[src/rtl/lut_port_arbiter_if.sv]
// Bundle of the requester handshake, read-return and LUT memory signals for
// lut_port_arbiter.
//   req     [N]          per-requester read request, held until ack
//   adr     [N*ADDR_W]   packed requester addresses, slot i at [i*ADDR_W +: ADDR_W]
//   ack     [N]          one-cycle grant pulse per requester
//   rvalid  [N]          one-cycle read-return pulse per requester
//   rdat    [DATA_W]     read data, qualified by rvalid
//   lut_re               LUT read enable
//   lut_adr [ADDR_W]     LUT address
//   lut_dat [DATA_W]     LUT read data, LUT_LAT cycles after lut_re
// slave  : arbiter side.  master : requesters + LUT memory side.
interface lut_port_arbiter_if #(
  parameter int N      = 3,
  parameter int ADDR_W = 10,
  parameter int DATA_W = 16
);
  logic [N-1:0]        req;
  logic [N*ADDR_W-1:0] adr;
  logic [N-1:0]        ack;
  logic [N-1:0]        rvalid;
  logic [DATA_W-1:0]   rdat;
  logic                lut_re;
  logic [ADDR_W-1:0]   lut_adr;
  logic [DATA_W-1:0]   lut_dat;

  modport slave  (input  req, adr, lut_dat,
                  output ack, rvalid, rdat, lut_re, lut_adr);
  modport master (output req, adr, lut_dat,
                  input  ack, rvalid, rdat, lut_re, lut_adr);
endinterface

[src/rtl/lut_port_arbiter.sv]
// Round-robin arbiter sharing one synchronous-read sine LUT port between N
// phase-accumulator requesters. Each grant pushes a tag into a LUT_LAT+1 deep
// shift register so the returning word is steered only to the requester that
// issued the address, at a fixed LUT_LAT+1 cycles after its ack.
// Ports:
//   sys_clk   clock
//   sys_rst   asynchronous active-high reset
//   bus       lut_port_arbiter_if.slave (req/adr/ack/rvalid/rdat/lut_*)
// Optional (macro LUT_ARB_STATS_EN):
//   stats_clr in  1      synchronous clear of the wait counters
//   wait_cnt  out N*16   per-requester saturating wait-cycle counters
module lut_port_arbiter #(
  parameter int N       = 3,
  parameter int ADDR_W  = 10,
  parameter int DATA_W  = 16,
  parameter int LUT_LAT = 1
) (
  input  logic               sys_clk,
  input  logic               sys_rst,
  lut_port_arbiter_if.slave  bus
`ifdef LUT_ARB_STATS_EN
  ,
  input  logic               stats_clr,
  output logic [N*16-1:0]    wait_cnt
`endif
);

  localparam int IDX_W = $clog2(N);
  localparam int TAG_D = LUT_LAT + 1;

  logic [N-1:0]                 ack_q, ack_d;
  logic [N-1:0]                 rvalid_q, rvalid_d;
  logic [DATA_W-1:0]            rdat_q, rdat_d;
  logic                         lut_re_q, lut_re_d;
  logic [ADDR_W-1:0]            lut_adr_q, lut_adr_d;
  logic [IDX_W-1:0]             ptr_q, ptr_d;
  logic [TAG_D-1:0]             tag_vld_q, tag_vld_d;
  logic [TAG_D-1:0][IDX_W-1:0]  tag_idx_q, tag_idx_d;

  logic [N-1:0]                 eligible;
  logic [N-1:0]                 grant;
  logic                         win_vld;
  logic [IDX_W-1:0]             win_idx;
  logic [IDX_W-1:0]             cand;

  // Search order ptr+1, ptr+2, ... wrapping; the pointer itself comes last.
  always_comb begin
    eligible = bus.req & ~ack_q;
    win_vld  = 1'b0;
    win_idx  = '0;
    cand     = '0;
    for (int unsigned off = 1; off <= N; off++) begin
      cand = IDX_W'((32'(ptr_q) + off) % N);
      if (!win_vld && eligible[cand]) begin
        win_vld = 1'b1;
        win_idx = cand;
      end
    end
    grant = win_vld ? (N'(1) << win_idx) : '0;
  end

  always_comb begin
    ack_d     = grant;
    lut_re_d  = win_vld;
    lut_adr_d = win_vld ? bus.adr[win_idx*ADDR_W +: ADDR_W] : lut_adr_q;
    ptr_d     = win_vld ? win_idx : ptr_q;
    tag_vld_d = {tag_vld_q[TAG_D-2:0], win_vld};
    tag_idx_d = {tag_idx_q[TAG_D-2:0], win_idx};
    rvalid_d  = '0;
    rdat_d    = rdat_q;
    // The oldest tag lines up with the LUT word for the address it issued.
    if (tag_vld_q[TAG_D-1]) begin
      rvalid_d = N'(1) << tag_idx_q[TAG_D-1];
      rdat_d   = bus.lut_dat;
    end
  end

  always_ff @(posedge sys_clk or posedge sys_rst) begin
    if (sys_rst) begin
      ack_q     <= '0;
      rvalid_q  <= '0;
      rdat_q    <= '0;
      lut_re_q  <= 1'b0;
      lut_adr_q <= '0;
      ptr_q     <= IDX_W'(N - 1);
      tag_vld_q <= '0;
      tag_idx_q <= '0;
    end else begin
      ack_q     <= ack_d;
      rvalid_q  <= rvalid_d;
      rdat_q    <= rdat_d;
      lut_re_q  <= lut_re_d;
      lut_adr_q <= lut_adr_d;
      ptr_q     <= ptr_d;
      tag_vld_q <= tag_vld_d;
      tag_idx_q <= tag_idx_d;
    end
  end

  assign bus.ack     = ack_q;
  assign bus.rvalid  = rvalid_q;
  assign bus.rdat    = rdat_q;
  assign bus.lut_re  = lut_re_q;
  assign bus.lut_adr = lut_adr_q;

`ifdef LUT_ARB_STATS_EN
  logic [N-1:0][15:0] wait_cnt_q, wait_cnt_d;

  always_comb begin
    wait_cnt_d = wait_cnt_q;
    for (int unsigned i = 0; i < N; i++) begin
      if (stats_clr)
        wait_cnt_d[i] = '0;
      else if (eligible[i] && !grant[i] && (wait_cnt_q[i] != '1))
        wait_cnt_d[i] = wait_cnt_q[i] + 16'd1;
    end
  end

  always_ff @(posedge sys_clk or posedge sys_rst) begin
    if (sys_rst) wait_cnt_q <= '0;
    else         wait_cnt_q <= wait_cnt_d;
  end

  assign wait_cnt = wait_cnt_q;
`endif

endmodule

[src/flat_wrapper.sv]
// flat-port wrapper written by rule: the top's interface ports become plain ports
module lut_port_arbiter_flat 
#(
  parameter int N       = 3,
  parameter int ADDR_W  = 10,
  parameter int DATA_W  = 16,
  parameter int LUT_LAT = 1
)
  (sys_clk, sys_rst, bus_req, bus_adr, bus_lut_dat, bus_ack, bus_rvalid, bus_rdat, bus_lut_re, bus_lut_adr);
  lut_port_arbiter_if #(.N(N), .ADDR_W(ADDR_W), .DATA_W(DATA_W)) bus_i ();
  input  logic sys_clk;
  input  logic sys_rst;
  input wire logic [$bits(bus_i.req)-1:0] bus_req;
  input wire logic [$bits(bus_i.adr)-1:0] bus_adr;
  input wire logic [$bits(bus_i.lut_dat)-1:0] bus_lut_dat;
  output wire logic [$bits(bus_i.ack)-1:0] bus_ack;
  output wire logic [$bits(bus_i.rvalid)-1:0] bus_rvalid;
  output wire logic [$bits(bus_i.rdat)-1:0] bus_rdat;
  output wire logic [$bits(bus_i.lut_re)-1:0] bus_lut_re;
  output wire logic [$bits(bus_i.lut_adr)-1:0] bus_lut_adr;
  assign bus_i.req = bus_req;
  assign bus_i.adr = bus_adr;
  assign bus_i.lut_dat = bus_lut_dat;
  assign bus_ack = bus_i.ack;
  assign bus_rvalid = bus_i.rvalid;
  assign bus_rdat = bus_i.rdat;
  assign bus_lut_re = bus_i.lut_re;
  assign bus_lut_adr = bus_i.lut_adr;
  lut_port_arbiter #(.N(N), .ADDR_W(ADDR_W), .DATA_W(DATA_W), .LUT_LAT(LUT_LAT)) u_core (.sys_clk(sys_clk), .sys_rst(sys_rst), .bus(bus_i));
endmodule
[config.mk]
export PLATFORM = sky130hd
export DESIGN_NAME = lut_port_arbiter_flat
export DESIGN_NICKNAME = d
export VERILOG_FILES = /design/src/rtl/lut_port_arbiter_if.sv /design/src/rtl/lut_port_arbiter.sv /design/src/flat_wrapper.sv
export SDC_FILE = /design/constraint.sdc
export NUM_CORES = 1
export LEC_CHECK = 0
export ABC_CLOCK_PERIOD_IN_PS = 6310
export CAP_MARGIN = 30
export CORE_ASPECT_RATIO = 0.6
export CORE_MARGIN = 5
export CORE_UTILIZATION = 45
export DETAILED_ROUTE_END_ITERATION = 6
export HOLD_SLACK_MARGIN = 0.1
export PLACE_DENSITY = 0.83
export SLEW_MARGIN = 20
export SYNTH_ARGS = -nofsm -noshare
export SYNTH_HDL_FRONTEND = slang
export SYNTH_SLANG_ARGS = --single-unit
[constraint.sdc]
create_clock -name sys_clk -period 6.31 [get_ports sys_clk]
set_clock_uncertainty 0.05 [all_clocks]
set_input_delay 0.631 -clock sys_clk [delete_from_list [all_inputs] [get_ports sys_clk]]
set_output_delay 0.631 -clock sys_clk [all_outputs]
set_load 0.01 [all_outputs]
==> load_flow_metrics.sql <==
INSERT INTO impl_metrics (metric_group, metric, value, unit) VALUES
('yosys', 'synth-seq-area-share', '0.511', ''),
('clock_network', 'cts_max_path_buffers', '2', ''),
('power', 'cellInternalPower', '0.000940', 'W'),
('power', 'total_switching_power', '0.000594', 'W'),
('clock_network', 'clk-insertion-delay-late', '300', 'ps'),
('placement', 'dpl_worst_slack', '2980', 'ps'),
('global_routing', 'grt_pass1_vias', '1800', ''),
('timing', 'finalCritPeriodShare', '0.500', ''),
('floorplanning', 'num_io_pins', '84', ''),
('yosys', 'postSynthCellCount', '157', ''),
('floorplanning', 'design.core.area', '0.00417', 'mm2'),
('yosys', 'post-synth-top-count-cell', 'dfrtp_1', ''),
('power', 'power.density', '520', 'mW/mm2'),
('yosys', 'ys.warnings.count', '0', ''),
('layout', 'antenna-diode-count', '0', ''),
('route', 'route.antenna.remaining_nets', '0', ''),
('yosys', 'synth-edff-count', '0', ''),
('placement', 'hpwlAfterDp', '4050', 'um'),
('global_routing', 'gr-usage-all-layers', '0.201', ''),
('global_routing', 'grt_antenna_before_repair', '0', ''),
('setup_path', 'timing_worst_setup_path_type', 'flop to flop', ''),
('run', 'cap_violations', '0', ''),
('clock_network', 'h-tree-depth', '2', ''),
('placement', 'globalplace.congestion', '0.844', ''),
('timing', 'relSlewSlack', '0.412', ''),
('route', 'via_per_inst', '5.61', ''),
('route', 'detailedRoute.firstPassIterationCount', '4', ''),
('timing', 'finalHoldViolCount', '0', ''),
('clock_network', 'cts_num_sinks', '40', ''),
('yosys', 'dominantRegCellSynth', 'dfrtp_1', ''),
('setup_path', 'worst_ep_required_time', '6490', 'ps'),
('clock_network', 'ctsRootBufferMaster', 'clkbuf_8', ''),
('yosys', 'ys_types', '41', ''),
('power', 'pwr-share-clk', '0.139', ''),
('yosys', 'netlist_top_cells_area', 'dfrtp_1 50%, mux2_2 9.2%, a221o_1 5.1%', ''),
('global_routing', 'global_route_wire_length_before_repair', '8770', 'um'),
('timing', 'timing_max_transition_violations_final', '0', ''),
('timing', 'setup_violations', '0', ''),
('clock_network', 'post_cts.repair.setup_buffers', '0', ''),
('yosys', 'synth_commonest_cells', '39 x dfrtp_1, 16 x mux2_2, 14 x inv_1', ''),
('clock_network', 'cts_tree', 'yes', ''),
('timing', 'fin_setup_tns', '0', 'ps'),
('setup_path', 'critical_path.endpoint_type', 'flop', ''),
('yosys', 'syn_nets', '212', ''),
('yosys', 'ys_ff_latch', '40', ''),
('clock_network', 'postCtsResizedCells', '0', ''),
('placement', 'place.port_buffers', '83', ''),
('setup_path', 'largest_fanout_on_the_critical_path', '12', ''),
('yosys', 'post-synth-top-area-cell', 'dfrtp_1', ''),
('power', 'post-layout-total-power', '0.00153', 'W'),
('timing', 'postLayoutSetupSlackWorst', '3150', 'ps'),
('route', 'drt_iter0_drc', '78', ''),
('hold_path', 'hp-class', 'flop to flop', ''),
('floorplanning', 'die_x', '95.3', 'um'),
('layout', 'area_growth_syn_to_layout', '50.4', '%'),
('layout', 'filler_cell_count', '306', ''),
('timing', 'grt_setup_unrepaired', 'false', ''),
('yosys', 'share_of_yosys_cell_area_claimed_by_the_top_area_cell_type', '0.497', ''),
('floorplanning', 'rows', '18', ''),
('yosys', 'cell_area_after_synthesis', '0.00196', 'mm2'),
('global_routing', 'overflow', '0', ''),
('route', 'drc', '0', ''),
('route', 'detail_route.wirelength', '5360', 'um'),
('run_status', 'status', 'complete, no violations', ''),
('timing', 'max_freq', '317', 'MHz'),
('layout', 'nets', '297', ''),
('setup_path', 'critical_path.startpoint_type', 'flop', ''),
('floorplanning', 'effective_utilization_at_floorplan', '0.471', ''),
('clock_network', 'clk_transition_reported_paths', '80', 'ps'),
('floorplanning', 'fp.dieArea', '0.00583', 'mm2'),
('route', 'routed_length_per_instance', '17.7', 'um');
[through the flow]
step | hold slack, ps | utilization | instances | instance area, um2
2_1_floorplan | 281 | - | 157 | 1960
3_3_place_gp | 282 | 0.681 | 295 | 2840
3_5_place_dp | 291 | 0.681 | 295 | 2840
4_1_cts | 301 | 0.709 | 303 | 2950
5_1_grt | 310 | 0.709 | 303 | 2950
6_report | 299 | 0.709 | 303 | 2950
[metal layers]
metal	routed length, um	vias up	GRT usage
met4	76	0	0.0719
li1	-	783	-
met5	0	-	0
met1	2300	810	0.258
met2	2380	98	0.314
met3	609	8	0.0781
[layout by cell type, fill, tap and decap left out, drive strengths merged, types with 3 or more instances in the layout]
cell / Yosys / final
a21oi: 4 / 4
buf: 5 / 3
mux2: 16 / 16
nor3: 3 / 3
nor4bb: 3 / 3
inv: 14 / 15
ha: 4 / 4
nand3b: 3 / 3
nand2: 3 / 3
clkbuf: 3 / 5
o32ai: 11 / 11
a221o: 10 / 10
dfrtp: 39 / 39
a22oi: 10 / 10
clkdlybuf4s50: 0 / 83
o21ai: 5 / 5
[power groups by stage]
| stage | combinational [W] | sequential [W] | clock, W |
|---|---|---|---|
| 2_1_floorplan | 0.000527 | 0.000475 | 0 |
| 3_3_place_gp | 0.000837 | 0.000453 | 0 |
| 4_1_cts | 0.000866 | 0.000455 | 0.000216 |
| 3_5_place_dp | 0.000861 | 0.000460 | 0 |
| 5_1_grt | 0.000936 | 0.000471 | 0.000227 |
| 6_report | 0.000866 | 0.000455 | 0.000213 |
[state kept, by name (all words and copies together), names as in the netlist]
name / flops
u_core.bus.lut_adr: 10
u_core.bus.ack: 3
u_core.ptr_q: 2
u_core.tag_vld_q: 2
u_core.tag_idx_d: 2
u_core.tag_idx_q: 2
u_core.bus.rdat: 16
u_core.bus.rvalid: 3
[area by class of cell]
cell class / count / area [um2] / share of cell area
inverters: 14 / 52.6 / 0.0178
well taps: 60 / 75.1 / 0.0254
clock buffers: 5 / 68.8 / 0.0233
repair buffers: 86 / 853 / 0.289
flip-flops and latches: 40 / 1000 / 0.339
clock inverters: 3 / 46.3 / 0.0157
multi-input cells: 95 / 855 / 0.289
[worst max-delay path: stages (launching register included)]
cell and delay (ps):
dfstp_2 550, inv_1 70, ha_1 260, or3b_1 430
a21o_2 240, a21oi_1 690, a21boi_2 550, a221o_1 250
[final timing paths]
path                                                     end  cells past startpoint                          start
setup / recovery           u_core.bus.lut_adr[4]$_DFFE_PP0P_                      7    u_core.ptr_q[1]$_DFFE_PP1P_
hold / removal                 u_core.tag_idx_q[2]$_DFF_PP0_                      0  u_core.tag_idx_d[2]$_DFF_PP0_
setup reg to reg           u_core.bus.lut_adr[4]$_DFFE_PP0P_                      7    u_core.ptr_q[1]$_DFFE_PP1P_
hold reg to reg                u_core.tag_idx_q[2]$_DFF_PP0_                      0  u_core.tag_idx_d[2]$_DFF_PP0_
max in group asynchronous        u_core.ptr_q[1]$_DFFE_PP1P_                      3                        sys_rst
min in group asynchronous     u_core.bus.rvalid[2]$_DFF_PP0_                      3                        sys_rst
[cell families (layout without fill, tap and decap cells)]
logic type,count (synthesis),in the layout,share of synthesized area
mux,16,16,0.0918
flops,40,40,0.511
compound gates,49,49,0.214
simple gates,26,26,0.104
fa+ha+maj,4,4,0.0255
buf+inv,22,108,0.0542
Power figures use the tool's default switching activity.
